$ cat config.mk
export PLATFORM = sky130hd
export DESIGN_NAME = ng_wrb
export DESIGN_NICKNAME = d
export VERILOG_FILES = /design/src/rtl/ng_wrb.sv
export SDC_FILE = /design/constraint.sdc
export NUM_CORES = 1
export LEC_CHECK = 0
export CORE_MARGIN = 1
export CORE_UTILIZATION = 40
export CTS_CLUSTER_DIAMETER = 30
export CTS_CLUSTER_SIZE = 28
export DETAILED_ROUTE_END_ITERATION = 7
export GPL_TIMING_DRIVEN = 0
export PLACE_DENSITY = 0.92
export SETUP_SLACK_MARGIN = 0.5
export SYNTH_ARGS = -nofsm -noshare
export SYNTH_HDL_FRONTEND = slang
export SYNTH_SLANG_ARGS = --single-unit
$ cat constraint.sdc
create_clock -name CLK2 -period 3 [get_ports CLK2]
set_input_delay 0.3 -clock CLK2 [delete_from_list [all_inputs] [get_ports CLK2]]
set_output_delay 0.3 -clock CLK2 [all_outputs]
set_load 0.01 [all_outputs]
$ cat src/rtl/ng_wrb.sv
// ng_wrb: write-bus receiver and central register file.
// Captures WRITE_BUS into A, Q, Z, LP and B on the CLK2 rising edge under active-low
// control pulses. It also handles Z auto-increment and sticky A-overflow detection, and it
// drives the register read buses back to the arbiter.
//
// Ports:
//   CLK2          write clock, all state updates on the rising edge
//   NPURST        asynchronous active-low reset
//   CP[100:0]     active-low control pulse vector (bit positions given by the Cp* localparams)
//   S_ADDR[11:0]  S register address, decoded by WSC
//   WRITE_BUS     value to store
//   *_RD_BUS      continuous register contents
//   OVF           sticky A overflow flag
//   WR_STB        high for the cycle after any edge that loaded a register
module ng_wrb #(
  parameter int unsigned      WIDTH   = 16,
  parameter logic [WIDTH-1:0] Z_RESET = 16'o004000
) (
  input  logic             CLK2,
  input  logic             NPURST,
  input  logic [100:0]     CP,
  input  logic [11:0]      S_ADDR,
  input  logic [WIDTH-1:0] WRITE_BUS,
  output logic [WIDTH-1:0] AREG_RD_BUS,
  output logic [WIDTH-1:0] QREG_RD_BUS,
  output logic [WIDTH-1:0] ZREG_RD_BUS,
  output logic [WIDTH-1:0] LPREG_RD_BUS,
  output logic [WIDTH-1:0] B_RD_BUS,
  output logic             OVF,
  output logic             WR_STB
);

  // Control pulse positions within CP.
  localparam int unsigned CpWa     = 3;
  localparam int unsigned CpWq     = 7;
  localparam int unsigned CpWz     = 12;
  localparam int unsigned CpWlp    = 19;
  localparam int unsigned CpWb     = 27;
  localparam int unsigned CpWsc    = 40;
  localparam int unsigned CpZinc   = 58;
  localparam int unsigned CpClrovf = 77;

  logic [WIDTH-1:0] a_q, a_d;
  logic [WIDTH-1:0] q_q, q_d;
  logic [WIDTH-1:0] z_q, z_d;
  logic [WIDTH-1:0] lp_q, lp_d;
  logic [WIDTH-1:0] b_q, b_d;
  logic             ovf_q, ovf_d;
  logic             wr_stb_q, wr_stb_d;

  logic             wsc;
  logic             ld_a, ld_q, ld_z, ld_lp, ld_b;
  logic             zinc, clrovf;
  logic [WIDTH-1:0] lp_val;
  logic             bus_ovf;

  // Only a handful of CP bits belong to this block.
  logic unused_cp;
  assign unused_cp = ^CP;

  always_comb begin
    wsc    = ~CP[CpWsc];
    zinc   = ~CP[CpZinc];
    clrovf = ~CP[CpClrovf];
    ld_a   = ~CP[CpWa]  | (wsc & (S_ADDR == 12'd0));
    ld_q   = ~CP[CpWq]  | (wsc & (S_ADDR == 12'd1));
    ld_z   = ~CP[CpWz]  | (wsc & (S_ADDR == 12'd2));
    ld_lp  = ~CP[CpWlp] | (wsc & (S_ADDR == 12'd3));
    ld_b   = ~CP[CpWb];

    // Right shift that keeps the sign and rotates bit 0 into the bit below the sign.
    lp_val  = {WRITE_BUS[WIDTH-1], WRITE_BUS[0], WRITE_BUS[WIDTH-2:1]};
    bus_ovf = WRITE_BUS[WIDTH-1] ^ WRITE_BUS[WIDTH-2];
  end

  always_comb begin
    a_d      = ld_a  ? WRITE_BUS : a_q;
    q_d      = ld_q  ? WRITE_BUS : q_q;
    lp_d     = ld_lp ? lp_val    : lp_q;
    b_d      = ld_b  ? WRITE_BUS : b_q;

    // An explicit Z write takes precedence over the increment.
    z_d = z_q;
    if (ld_z) begin
      z_d = WRITE_BUS;
    end else if (zinc) begin
      z_d = z_q + WIDTH'(1);
    end

    // Setting beats clearing when both happen on the same edge.
    ovf_d = ovf_q;
    if (ld_a && bus_ovf) begin
      ovf_d = 1'b1;
    end else if (clrovf) begin
      ovf_d = 1'b0;
    end

    wr_stb_d = ld_a | ld_q | ld_z | ld_lp | ld_b;
  end

  always_ff @(posedge CLK2 or negedge NPURST) begin
    if (!NPURST) begin
      a_q      <= '0;
      q_q      <= '0;
      z_q      <= Z_RESET;
      lp_q     <= '0;
      b_q      <= '0;
      ovf_q    <= 1'b0;
      wr_stb_q <= 1'b0;
    end else begin
      a_q      <= a_d;
      q_q      <= q_d;
      z_q      <= z_d;
      lp_q     <= lp_d;
      b_q      <= b_d;
      ovf_q    <= ovf_d;
      wr_stb_q <= wr_stb_d;
    end
  end

  assign AREG_RD_BUS  = a_q;
  assign QREG_RD_BUS  = q_q;
  assign ZREG_RD_BUS  = z_q;
  assign LPREG_RD_BUS = lp_q;
  assign B_RD_BUS     = b_q;
  assign OVF          = ovf_q;
  assign WR_STB       = wr_stb_q;

endmodule

---- Word-level counts from Yosys, hierarchy flattened ----
Index checks and enable logic that the tools add are counted.
storage, ports and cells
  bits in registers ....................... 82
  bits of input ports ..................... 131
operators by class
  $add $sub $neg .......................... 1
  equality and inequality tests ........... 5
  mux-type cells .......................... 4
  bitwise gates (word level) .............. 19
  reductions and logical operators ........ 2
operator list
  cell                     count
  $mux W16                 2
  $eq A12 B2 Y1 const B    2
  $add A16 B1 Y16 const B  1
  $eq A12 B1 Y1 const B    1
  $logic_not A12 Y1        1
  $or A1 B1 Y1             8
  $not A1 Y1               6
  $and A1 B1 Y1            4
  $ne A2 B1 Y1 const B     2
  $mux W1                  2
  $logic_and A1 B1 Y1      1
  $xor A1 B1 Y1            1

---- Logic depth before layout (Yosys ltp) ----
  word-level depth ........................ 7
  mapped depth ............................ 5

---- Least setup slack after synthesis ----
Ideal clock, no wire load.
  path type ............................... input to register
  from .................................... in S_ADDR[9]
  to ...................................... reg a_q[10] (netlist: AREG_RD_BUS[10])
  setup time .............................. 125 ps
  arrival time ............................ 1661 ps
  setup slack ............................. 1214 ps
  cell stages on the path ................. 5
  buffers on the path ..................... 1
  cell sequence ........................... nor4_4 > nand2_1 > o31ai_4 > buf_12 > mux2_4
between the ends
  word-level cells in the longest chain between the ends .. 3
ends and longest elaborated chain
  what                  line  RTL
  start, declared       22    input logic [11:0] S_ADDR,
  $logic_not A12 Y1     65    ld_a = ~CP[CpWa] | (wsc & (S_ADDR == 12'd0));
  $and A1 B1 Y1         65
  $or A1 B1 Y1          65
  end signal, assigned  103   a_q <= '0;
  end signal, assigned  111   a_q <= a_d;
  end, declared         43    logic [WIDTH-1:0] a_q, a_d;
Every way passes these cells.
A chain may end at the register's enable or synchronous reset.

---- Final worst setup path ----
Same ends and word-level chain as after synthesis.

==> metrics.md <==
| Metric | Value |
|---|---|
| Syn nets | `381` |
| Initial antenna violation count | `0` |
| Rows | `33` |
| FF+latch count, synth | `82` |
| Final Net Count | `512` |
| Fill count | `688` |
| Starting Density | `41.8%` |
| Postcts setup bufs | `0` |
| Post-synthesis sequential area ratio | `58.9%` |
| Met2 global-route usage | `32.3%` |
| Synth Instances | `249` |
| I/O Pins | `213` |
| Flop pwr share | `47.0%` |
| Core area | `8340 um2` |
| Net Switching | `707 uW` |
| DP Worst Slack | `0.378 ns` |
| Fmax | `0.444 GHz` |
| Critical Path AT | `2.49 ns` |
| Routed vias/inst | `5.22` |
| DP Area | `4820 um2` |
| Routed vias | `2,556` |
| Largest net degree at the start of global routing | `45` |
| Fin cells | `490` |
| Final Max Tran Viols | `0` |
| CP Max Fanout | `10` |
| RSZ-0062 raised after global routing | `false` |
| Post-synthesis mux area share | `21.9%` |
| Largest family of logic cells by synthesized area | `multiplexers` |
| Pwr dens | `546 nW/um2` |
| FF-to-FF Start | `ZREG_RD_BUS[11]` |
| CTS Buffer Depth | `2` |
| Die area | `9100 um2` |
| CTS tree | `yes` |
| WS Path Type | `input pin to register` |
| VDD IR-drop max | `0.000300 V` |
| Reg-to-Reg End | `ZREG_RD_BUS[15]` |
| Status | `finished, final reports clean` |
| Pint | `2050 uW` |
| DR DRC count | `0` |
| Measured slew at the worst slew-check pin | `0.807 ns` |
| Comb power frac | `21.1%` |
| CTS root buf | `clkbuf_8` |
| Skew-Pair Late Insertion Delay | `0.35 ns` |
| Reg clk slew, reported paths | `0.09 ns` |
| Die Ht | `95.4 um` |
| Final Cycle Share | `75.1%` |
| First-pass GRT wire length | `13,700 um` |
| GR Util All Layers | `20.6%` |
| Final setup vio count | `0` |
| WHS Path Cells | `3` |
| Final ANT Viol Nets | `0` |
| Area growth, synth to finish | `44.7%` |
| H-tree depth | `3` |
| Sw frac | `25.6%` |
| Final hold vios | `0` |
| Number of global-route vias before repair | `2,627` |
| Part of the power in the clock network | `31.9%` |
| Compound-Gate Fraction of Synth Area | `4.88%` |
| DP HPWL | `6640 um` |
| Leakage power | `0.00203 uW` |
| Share of cells above drive strength 1 | `23.1%` |
| R2r setup slk | `1.17 ns` |
| Dpl cells | `473` |
| Synth Area in Adders | `0.359%` |
| Mapped cell area | `3490 um2` |
| CP Launch Type | `input pin` |
| Finished layout cell area | `5050 um2` |
| Global routing's busiest layer | `met2` |
| R2r worst-path depth | `4` |
| Met3 Track Usage GR | `6.54%` |
| Hold Crit Endpoint | `WR_STB` |
| Ys async rst share | `100%` |
| Hold crit path type | `input pin to register` |
| Most frequent cells in the layout | `clkdlybuf4s50_1 (117), dfrtp_1 (81), mux2_2 (52)` |
| DR iter-0 viols | `130` |
| Critical Path End Type | `register` |
| Overflow after GRT | `0` |
| Met1 Usage GRT | `26.8%` |
| # diodes | `0` |
| Drt first pass iters | `4` |
| Critical path required time | `3.24 ns` |
| Commonest non-fill, non-tap cell in the layout | `clkdlybuf4s50_1` |
| Wire length per cell | `18.4 um` |
| Total Wirelength | `9030 um` |
| Hold Crit Start | `CP[27]` |
| Worst Slack Setup Final | `0.748 ns` |
| Post-Synth Simple-Gate Area | `8.32%` |
| GPL Wtd Cong | `0.840` |
| CTS sink count | `82` |
| Die width | `95.4 um` |
| XOR/XNOR Fraction of Synth Area | `3.77%` |
| Final Total Pwr | `2760 uW` |
| Yosys Warn Count | `0` |
| Port Buf Inserts | `118` |
| TritonCTS buffer count | `9` |
| Slew headroom | `46.2%` |
| Clock Skew | `0.0117 ns` |
| Min Tclk post-route | `2.25 ns` |
| Setup TNS | `0 ns` |
| Netlist cell types | `38` |
| Post-synth EDFFs | `0` |
| Syn_area_per_cell | `14.0 um2` |
| Primary FF master, synth | `dfrtp_1` |
| Max cap viols | `0` |
==> per-layer routing <==
layer	up-vias	routed length, um
met3	12	828
li1	1151	-
met2	100	4200
met5	-	0
met1	1293	3890
met4	0	116
==> state kept, by name, indices dropped and copies added, names as in the netlist <==
name          count
AREG_RD_BUS      16
B_RD_BUS         16
LPREG_RD_BUS     16
OVF               1
QREG_RD_BUS      16
WR_STB            1
ZREG_RD_BUS      16
==> through the flow <==
stage	hold slack, ns	util (%)
2_1_floorplan	0.00441	-
3_3_place_gp	0.466	57.5
3_5_place_dp	0.305	57.8
4_1_cts	0.447	60.5
5_1_grt	0.478	60.5
6_report	0.443	60.5
==> repair_timing <==
item / CTS / global route
endpoints found under the hold margin: 38 / 0
hold buffers: 1 / 0
gates resized for setup: 0 / 0
==> power by group through the flow <==
stage	clock (uW)	combinational, uW	sequential (uW)
2_1_floorplan	0	169	1360
3_3_place_gp	0	568	1310
3_5_place_dp	0	585	1320
4_1_cts	897	589	1290
5_1_grt	944	625	1310
6_report	881	582	1290
==> worst max-delay path, cell delays in order <==
cell	delay (ns)
clkdlybuf4s50_1	0.44
nor4_4	0.36
nand2_1	0.17
o31ai_4	0.65
buf_12	0.24
mux2_4	0.32
==> cell usage after synthesis (all sizes together), types with 2 or more instances <==
cell type | n | area, um2
buf | 4 | 42.5
dfrtp | 81 | 2030
mux2 | 64 | 754
xnor2 | 11 | 96.3
inv | 2 | 7.51
nand4b | 2 | 17.5
nand2 | 21 | 78.8
nor3 | 4 | 25.0
nor2 | 3 | 11.3
xor2 | 4 | 35.0
nand3 | 4 | 20.0
nor2b | 2 | 12.5
clkbuf | 4 | 15.0
o21ai | 18 | 97.6
nand4 | 4 | 25.0
and3 | 2 | 12.5
nor4 | 6 | 67.6
==> area by class of cell <==
| class | count | area, um2 | area share [%] |
|---|---|---|---|
| buffer | 8 | 57.6 | 1.14 |
| sequential | 82 | 2050 | 40.7 |
| tap | 105 | 131 | 2.60 |
| clock inverter | 5 | 77.6 | 1.54 |
| inverter | 2 | 7.51 | 0.149 |
| clock buffer | 11 | 141 | 2.80 |
| multi-input combinational | 157 | 1370 | 27.1 |
| timing repair buffer | 120 | 1210 | 24.0 |
==> how the worst max path moves through the flow <==
stage | startpoint | end | slack (ns) | cells past startpoint
finish | S_ADDR[9] | AREG_RD_BUS[10] | 0.75 | 6
CTS | S_ADDR[9] | AREG_RD_BUS[11] | 0.79 | 6
detailed placement | S_ADDR[9] | AREG_RD_BUS[10] | 0.38 | 6
global route | S_ADDR[4] | AREG_RD_BUS[11] | 0.68 | 6
global placement | NPURST | QREG_RD_BUS[2] | -1.12 | 1
floorplan | S_ADDR[9] | AREG_RD_BUS[10] | 1.21 | 5
==> kinds of logic (layout without fill, tap and decap cells) <==
group                    Yosys count  count (layout)
AND/OR/NAND/NOR                   51              51
XOR/XNOR                          15              15
buffers and inverters             10             146
flip-flops                        82              82
adder cells (fa/ha/maj)            1               1
multiplexers                      65              65
AO/OA/AOI/OAI                     25              25
(Power assumes the default switching activity.)
